<file path="config.mk">
export PLATFORM = sky130hd
export DESIGN_NAME = regfile_mp
export DESIGN_NICKNAME = d
export VERILOG_FILES = /design/src/rtl/regfile_mp.sv
export SDC_FILE = /design/constraint.sdc
export NUM_CORES = 1
export LEC_CHECK = 0
export CORE_UTILIZATION = 50
export CTS_CLUSTER_SIZE = 16
export DETAILED_ROUTE_END_ITERATION = 10
export HOLD_SLACK_MARGIN = 0.08
export PLACE_DENSITY_LB_ADDON = 0.2
export SYNTH_ARGS = -nofsm -noshare
export SYNTH_HDL_FRONTEND = slang
export SYNTH_SLANG_ARGS = --single-unit
</file>
<file path="constraint.sdc">
create_clock -name clk -period 4.2 [get_ports clk]
set_input_delay 0.84 -clock clk [delete_from_list [all_inputs] [get_ports clk]]
set_output_delay 0.84 -clock clk [all_outputs]
set_load 0.01 [all_outputs]
</file>
<file path="src/rtl/regfile_mp.sv">
// regfile_mp: multi-port integer register file for riscvnano.
// NREAD combinational read ports, NWRITE prioritised write ports, optional
// write-to-read bypass, hardwired-zero x0, and a clear sequencer that zeroes
// the whole array after reset or on clear_req.
module regfile_mp #(
    parameter int XLEN   = 32,
    parameter int NREGS  = 32,
    parameter int NREAD  = 2,
    parameter int NWRITE = 1,
    parameter int BYPASS = 1
) (
    input  logic                              clk,
    input  logic                              rst_n,
    input  logic                              clear_req,
    output logic                              ready,
    input  logic [NREAD*$clog2(NREGS)-1:0]    raddr,
    output logic [NREAD*XLEN-1:0]             rdata,
    input  logic [NWRITE-1:0]                 we,
    input  logic [NWRITE*$clog2(NREGS)-1:0]   waddr,
    input  logic [NWRITE*XLEN-1:0]            wdata
);

    localparam int AW = $clog2(NREGS);
    localparam logic [AW-1:0] LAST_IDX = AW'(NREGS - 1);

    typedef enum logic {
        CLEAR = 1'b0,
        RUN   = 1'b1
    } state_e;

    state_e          state_q, state_d;
    logic [AW-1:0]   idx_q, idx_d;

    // Storage; contents are only ever initialised by the clear sequencer.
    logic [XLEN-1:0] mem_q [NREGS];

    // Unpacked views of the packed write ports.
    logic [AW-1:0]   waddr_w [NWRITE];
    logic [XLEN-1:0] wdata_w [NWRITE];

    for (genvar j = 0; j < NWRITE; j++) begin : g_wport
        assign waddr_w[j] = waddr[j*AW +: AW];
        assign wdata_w[j] = wdata[j*XLEN +: XLEN];
    end

    // Control state: sequencer state and clear index, reset asynchronously.
    always_ff @(posedge clk or negedge rst_n) begin
        if (!rst_n) begin
            state_q <= CLEAR;
            idx_q   <= '0;
        end else begin
            state_q <= state_d;
            idx_q   <= idx_d;
        end
    end

    // Next-state logic: walk the index through every entry, restart on clear_req.
    always_comb begin
        state_d = state_q;
        idx_d   = idx_q;
        case (state_q)
            CLEAR: begin
                if (clear_req) begin
                    idx_d = '0;
                end else if (idx_q == LAST_IDX) begin
                    state_d = RUN;
                    idx_d   = '0;
                end else begin
                    idx_d = idx_q + 1'b1;
                end
            end
            RUN: begin
                if (clear_req) begin
                    state_d = CLEAR;
                    idx_d   = '0;
                end
            end
            default: begin
                state_d = CLEAR;
                idx_d   = '0;
            end
        endcase
    end

    assign ready = (state_q == RUN);

    // Array update: clear one entry per cycle, otherwise apply writes in port
    // order so the highest-numbered port lands last and wins a conflict.
    always_ff @(posedge clk) begin
        if (state_q == CLEAR) begin
            mem_q[idx_q] <= '0;
        end else begin
            for (int j = 0; j < NWRITE; j++) begin
                if (we[j] && (waddr_w[j] != '0)) begin
                    mem_q[waddr_w[j]] <= wdata_w[j];
                end
            end
        end
    end

    // Combinational reads: x0 and the clearing array read zero; a matching
    // in-flight write overrides the stored value when bypass is enabled.
    always_comb begin
        logic [AW-1:0]   ra;
        logic [XLEN-1:0] val;
        rdata = '0;
        for (int i = 0; i < NREAD; i++) begin
            ra  = raddr[i*AW +: AW];
            val = '0;
            if (ready && (ra != '0)) begin
                val = mem_q[ra];
                if (BYPASS != 0) begin
                    for (int j = 0; j < NWRITE; j++) begin
                        if (we[j] && (waddr_w[j] == ra)) begin
                            val = wdata_w[j];
                        end
                    end
                end
            end
            rdata[i*XLEN +: XLEN] = val;
        end
    end

endmodule

</file>
==> results of run 1 <==
[power groups by stage]
stage	logic, W	clock network [W]	registers (W)
finish	0.00200	0.00960	0.0113
global route	0.00206	0.0100	0.0113
CTS	0.00196	0.00966	0.0113
detailed placement	0.00195	0	0.0115
global placement	0.00195	0	0.0115
floorplan	0.00107	0	0.0115
[flip-flops by register name, indices dropped and copies added (netlist names)]
name   cells
mem_q   1024
ready      1
idx_q      5
[cells in the mapped netlist, types with 33 or more instances]
master       n
nand2_1     43
a22oi_1     95
mux2i_1    259
clkbuf_1   119
mux2_2      62
a221o_1     62
o21ai_1     62
nand3_1     33
mux4_2     355
a21oi_1     41
a31oi_1     36
edfxtp_1  1024
nor2_1     114
o21ai_0     35
a221oi_1   126
buf_2       82
[final timing paths]
| check | startpoint | slack [ns] | cells after the start | endpoint |
|---|---|---|---|---|
| worst max-delay path | raddr[0] | 0.06 | 11 | rdata[18] |
| worst min-delay path | rst_n | 0.41 | 1 | idx_q[3] |
| worst max register to register | ready | 1.14 | 7 | mem_q[4][14] |
| worst min register to register | idx_q[1] | 0.71 | 2 | idx_q[1] |
| max in group asynchronous | rst_n | 3.56 | 1 | idx_q[2] |
| min in group clk | idx_q[1] | 0.71 | 2 | idx_q[1] |
[layout make-up]
type | count | area [um^2]
fill | 7030 | 38400
sequential | 1030 | 30900
multi-input combinational | 1503 | 17100
timing repair buffer | 480 | 5170
clock buffer | 124 | 2740
tap | 1276 | 1600
clock inverter | 71 | 782
inverter | 8 | 32.5
[critical path: stages]
cell	delay, ns
buf_12	0.19
buf_12	0.21
xnor2_1	0.14
nand4_1	0.21
or2_1	0.30
buf_4	0.17
nor2_4	0.14
buf_12	0.14
buf_12	0.18
a221o_1	0.19
clkdlybuf4s50_1	0.54
[routing by layer]
| layer | track usage [%] | share of wire (%) |
|---|---|---|
| met1 | 42.4 | 36 |
| met2 | 51.3 | 48 |
| met3 | 6.13 | 11 |
| met4 | 15.8 | 5.1 |
| met5 | 0 | 0 |
[through the flow]
stage | setup slack (ns) | cell area, um^2
global route | -0.0433 | 58300
detailed placement | -0.211 | 54700
finish | 0.0602 | 58300
floorplan | 0.476 | 48800
global placement | -0.197 | 54700
CTS | -0.0649 | 58300
[logic make-up after synthesis]
family | after synthesis | share of synthesized area (%)
adder cells (fa/ha/maj) | 2 | 0.0513
flip-flops | 1030 | 63.3
AND/OR/NAND/NOR | 290 | 2.85
buffers and inverters | 247 | 2.43
XOR/XNOR | 10 | 0.180
AO/OA/AOI/OAI | 525 | 8.02
multiplexers | 676 | 23.1
[what timing repair did]
item	4_1_cts	5_1_grt
pin swaps	4	1
setup endpoints to repair	64	24
resized for setup	45	12
hold endpoints to repair	0	0
buffers inserted	6	2
==> results.txt, run 1 <==
The flow ran to the end, and the final reports show no timing, DRC or antenna violations. For the maximum clock frequency, the log shows 0.242 GHz. Once the floorplan was initialized, standard cells occupied 50.4% of the core. The die covers 98800 um^2. In the post-synthesis netlist, the biggest area contributors are edfxtp_1 63%, mux4_2 16%, mux2i_1 5.3%. The library cells used most frequently in the layout, excluding fill and tap cells, are 1024 x edfxtp_1, 355 x mux4_2, 261 x buf_4, 258 x mux2i_1, 126 x a221oi_1. The clock edge transition at the registers on the reported setup and hold paths was 0.06 ns. The min-delay analysis places its worst path in the category in -> async.

The count of antenna diodes in the layout came out at 0. The count of cells in the finished layout, fillers not included, comes to 4492. The placeable core region is 96700 um^2, and the cell row count is 114. In this run the static leakage power is 20.8 nW.

TritonCTS built the clock tree. The share of synthesized area in the top cell type comes to 63.0%. The post-synthesis net count is 2833, and the worst-margin pin slew is 1.12 ns. The routed via count divided by cell count is 7.05, and the max-cap violation count is 0. The minimum clock period works out to 4.14 ns. The share of synthesized area occupied by flip-flops and latches is 63.3%.

The library cell used most frequently in the layout, excluding fill and tap cells, is edfxtp_1. The final-layout setup total negative slack is 0 ns, and the horizontal die dimension is 314 um. The first routing iteration left 4190 violations.

For the worst-skew pair, the clock arrives at the later sink with an insertion delay of 0.71 ns. Pin placement for this block handled 116 I/O pins. Sequential cell fraction of total power: 49.4%. The run gives 0 as the number of DRC violations after detailed routing.

In this run, placement finished with an instance count of 4289. The share of layout cells above drive strength 1 was 31.4%. Summed over all nets, the switching power comes to 0.00519 W. A synthesized cell averages 17.5 um^2. Detailed placement finished with a half-perimeter wire length of 99.3 mm.

The distinct cell type count of the synthesized netlist was 47; the routed length per placed instance was 35.1 um. After clock tree synthesis, the flow added hold-fix buffers numbering 0. Counting flops with an async set or reset pin after synthesis yields a share of 0.583%. The tools report the kind of capture point of the worst setup path as an output port.

The mapped netlist covers 48800 um^2. The net switching fraction of the power was 22.7%; the count of vias placed by the detailed router was 31.7k. The logs give 0.0229 W for the total power of the final layout and 0 for the count of yosys warnings during synthesis.

The clock passes through at most 3 buffers. Peak ir drop on the vdd network: 0.000349 V. The H-tree generated during clock tree synthesis spans 3 levels. For this block, the routed nets add up to 158 mm of wire. For this run, the leading register cell type out of synthesis is edfxtp_1. Via count of the first global-routing pass: 32.2k. The run gives 226 mm as the wire length of the first global-routing pass. The run gives 8.7% as the part of the power in combinational logic. Data on the critical path is required at its endpoint by 3.36 ns.

Area growth from synthesis to layout: 19.6%. The worst pin sits at a relative slew slack of 25.1%. The synthesized design contains 1024 enable-type register cells. Entering global routing, the biggest net connects 42 pins. Dividing the final minimum period by the clock period gives 98.6%. For the total global routing overflow, the log shows 0. Clock tree synthesis selected as its root buffer the cell clkbuf_16. The first detailed-routing pass ran for 8 iterations.

For this run, the share of the core covered by cells in the final layout is 60.3%. Clock tree synthesis found a total of 1030 sinks. Global routing consumed, over all layers together, 32.1% of the routing resources. The cell count after synthesis came out at 2780. Library cell occupying the most area in the post-synthesis netlist: edfxtp_1. The tools report the number of nets in the final layout as 3181. The count of buffers added on input and output ports is 115. STA puts the critical path data arrival time at 3.30 ns. The synthesized design contains 1030 register bits. The number of antenna violations at the first check in global routing is 3, and the y dimension of the die is 314 um. The largest fanout of any net on the critical path works out to 17. The logs give 41.9% for the part of the total power dissipated in the clock network and 105 for the number of buffers inserted during clock tree synthesis.

The congestion estimate from routability-driven global placement came to 0.903. The worst hold slack came out at 0.410 ns. The count of nets left with antenna violations once routing finished came out at 0. The tools report the final setup violation count as 0. The final hold violation count was 0. The setup path with the least slack is of type in -> out. STA classifies the critical path startpoint as a primary input.

The internal power of the cells totals 0.0177 W. Across the routed clock network, the largest skew measured is 0.0348 ns. The tools report the count of pins over their slew limit as 0. Dividing total power by cell area gives a power density of 393 nW/um^2.
Note: power is estimated with default switching activity, not from simulation.
==> inputs of run 2 (changes only) <==
CAP_MARGIN = 20   (was not set)
PLACE_DENSITY = 0.67   (was not set)
PLACE_DENSITY_LB_ADDON = not set   (was 0.2)
==> run 2 against run 1 <==
Clock skew fell by 0.017 ns. Routed wire length rose by 0.73%. Sequential cell count stayed put. Utilization rose by 0.12 points. Count of clock-buffer cells in the layout increased by 8. Via count up 0.19%. First-iteration DRC count up 5.2%. Die area unchanged. Critical path type unchanged. Register-to-register slack better by 0.06 ns. Design area rose by 0.20%. Hold slack better by 0.025 ns. Non-clock buffer count is 10 lower.
==> results.txt, run 2 (same netlist as run 1, synthesis figures left out) <==
The run gives 0 (unchanged) as the final hold violation count. The run finished with clean final reports. The clock edge transition at the registers on the reported setup and hold paths came out at 0.06 ns (about the same). Largest fanout of any net on the critical path: 15 (was 17).

The number of top-level pins is 116 (unchanged), and the y dimension of the die is 314 um (unchanged). TritonCTS built the clock tree. The tools report the slack of the worst reg-to-reg path as 1.20 ns (was 1.14 ns).

The tools report the kind of capture point of the worst setup path as an output port (unchanged). The max-cap violation count came out at 0 (unchanged). The minimum clock period was 4.15 ns (was 4.14 ns); the share of layout cells above drive strength 1 was 31.2% (was 31.4%). The logs give 32.1% (about the same) for the global-route usage over all layers and -0.288 ns (was -0.211 ns) for the worst setup timing slack at the placement stage.

For the cell row count, the log shows 114 (unchanged). The number of buffers inserted during clock tree synthesis was 106 (was 105); the area enclosed by the die boundary was 98800 um^2 (unchanged). The total global routing overflow came out at 0 (unchanged).

The portion of the clock cycle consumed by the worst path in the final layout came out at 98.7% (was 98.6%). The logs give 41.7% (was 42.4%) for the global-route track usage on met1 and 0.0181 ns (was 0.0348 ns) for the worst clock skew. The run gives 20.9 nW (was 20.8 nW) as the leakage power figure. The run gives 4408 (was 4190) as the DRC marker count from the first detailed-route iteration. The largest buffer count on any clock path was 3 (unchanged). The classification of the worst setup path is in -> out (unchanged).

The via count of the first global-routing pass was 32.4k (was 32.2k). Detailed-route wire length: 159 mm (was 158 mm). The area growth from synthesis to layout is 19.8% (was 19.6%). For the number of filler cells placed in the layout, the log shows 6960 (was 7030).

The logs give 3 (unchanged) for the deepest level of the CTS H-tree and 3.31 ns (was 3.30 ns) for the worst endpoint data arrival time. The worst min-delay path category is in -> async (unchanged). Commonest cells after routing, fill and taps aside: 1024 x edfxtp_1, 355 x mux4_2, 259 x mux2i_1, 249 x buf_4, 126 x a221oi_1 (was 1024 x edfxtp_1, 355 x mux4_2, 261 x buf_4, 258 x mux2i_1, 126 x a221oi_1). For the final standard cell area without fillers, the log shows 58500 um^2 (was 58300 um^2).

The run gives 96700 um^2 (unchanged) as the placeable core region. The met3 demand-to-capacity share in global routing is 8.01% (was 6.13%), and the clock latency reported for the late side of the worst-skew pair is 0.68 ns (was 0.71 ns). The power per unit of standard cell area was 399 nW/um^2 (was 393 nW/um^2); the final weighted congestion of routability-driven global placement was 0.933 (was 0.903). The logic depth of the worst register-to-register path came out at 6 (was 7). The tools report the count of pins over their slew limit as 0 (unchanged).

Setup repair after global routing left no endpoint under its margin. The maximum clock frequency came out at 0.241 GHz (was 0.242 GHz). The buffer type at the clock tree root is clkbuf_16 (unchanged).

The worst-margin pin slew is 1.14 ns (was 1.12 ns), and the HPWL after detailed placement is 100 mm (was 99.3 mm). The quantity of I/O buffers inserted on ports was 115 (unchanged). The post-place instance area was 54600 um^2 (was 54700 um^2); the number of flip-flops under the largest register name was 1024 (unchanged). Kind of start point of the critical path: a primary input (unchanged).

The count of vias placed by the detailed router was 31.7k (about the same). Routed via count divided by cell count: 7.07 (was 7.05). The number of nets in the final layout is 3172 (was 3181), and the number of DRC violations after detailed routing is 0 (unchanged).

Top register by number of flip-flops: mem_q (unchanged). The logs give 6 (was 8) for the iteration count of the initial detailed-routing pass and 4 (was 3) for the number of antenna violations at the first check in global routing. The tools report the number of routed nets with antenna violations as 0 (unchanged).

The horizontal die dimension works out to 314 um (unchanged). The total power of the final layout was 0.0233 W (was 0.0229 W). The logs give 41 (was 42) for the largest net degree at the start of global routing and 226 mm (about the same) for the wire length of the first global-routing pass. The routed length per placed instance was 35.4 um (was 35.1 um).

Starting density of the core: 50.4% (unchanged). The worst endpoint required time is 3.36 ns (about the same). The remaining max-slew budget at the tightest pin came out at 24.3% (was 25.1%).

The most used routing layer was met2 (unchanged). Final worst setup slack: 0.0544 ns (was 0.0602 ns). The total number of clock tree sinks is 1030 (unchanged), and the global-route met2 utilization is 50.6% (was 51.3%). The beginning of the critical path is raddr[9] (was raddr[0]). The leading cell type in the layout, fill and taps excluded was edfxtp_1 (unchanged). The final setup violation count is 0 (unchanged).

The peak ir drop on the vdd network was 0.000397 V (was 0.000349 V). Origin of the critical flop-to-flop path: ready (unchanged).
-- run 2: changes by cell type in the layout (fill, tap and decap cells not counted), moves of 3 or more --
| cell | delta |
|---|---|
| clkbuf_8 | +5 |
| buf_4 | -12 |
| buf_12 | -5 |
| clkdlybuf4s50_1 | -6 |
| bufinv_16 | +5 |
| buf_6 | +5 |
| clkbuf_16 | +3 |
| clkinv_1 | -3 |
| inv_6 | -3 |
| dlymetal6s2s_1 | +6 |
| diode_2 | +3 |
| clkinv_2 | -4 |
-- run 2: per-stage QoR --
stage                     utilization [%]  cells  TNS (ns)  hold slack (ns)
after CTS                            60.3   4482         0            0.401
after detailed placement             56.4   4279     -6.38            0.680
after global routing                 60.5   4489         0            0.434
final                                60.5   4489         0            0.435
after global placement               56.4   4279     -5.24            0.638
after floorplan                         -   2780         0            0.544
-- run 2: cell type report --
type / count / area (um^2) / area share, %
inverters: 8 / 32.5 / 0.0556
multi-input cells: 1503 / 17100 / 29.2
well taps: 1276 / 1600 / 2.73
flip-flops and latches: 1030 / 30900 / 52.9
diodes: 3 / 7.51 / 0.0128
clock inverters: 67 / 876 / 1.50
clock buffers: 132 / 2840 / 4.86
repair buffers: 470 / 5110 / 8.74
-- run 2: repair_timing --
action                     in CTS  in global routing
setup buffers                   4                  1
gates cloned                    1                  2
hold buffers                    0                  0
gates resized for setup        49                 12
setup endpoints to repair      61                 24
pin swaps                       5                  1
-- run 2: where the power goes --
group	internal, W	switching, W	total, W
Combinational	0.000831	0.00110	0.00193
Sequential	0.0113	0.0000518	0.0113
Clock	0.00603	0.00403	0.0101
-- run 2: worst paths after layout --
check | end
worst max register to register | mem_q[29][18]
worst min register to register | idx_q[3]
worst min-delay path | idx_q[3]
max in group asynchronous | idx_q[4]
min in group clk | idx_q[3]
worst max-delay path | rdata[48]
-- run 2: worst max-delay path, cell delays in order --
cell             delay (ns)
buf_2                  0.19
buf_4                  0.42
nor3_1                 0.11
nand2_1                0.08
nand2_1                0.14
nor4_2                 0.37
buf_4                  0.25
buf_12                 0.15
a221o_1                0.17
clkdlybuf4s50_1        0.55
-- run 2: metal layers --
metal | share of wire (%) | up-vias
met5 | 0.0082 | -
met4 | 5.4 | 2
met3 | 12 | 464
met2 | 47 | 2316
met1 | 35 | 16300
li1 | - | 12600
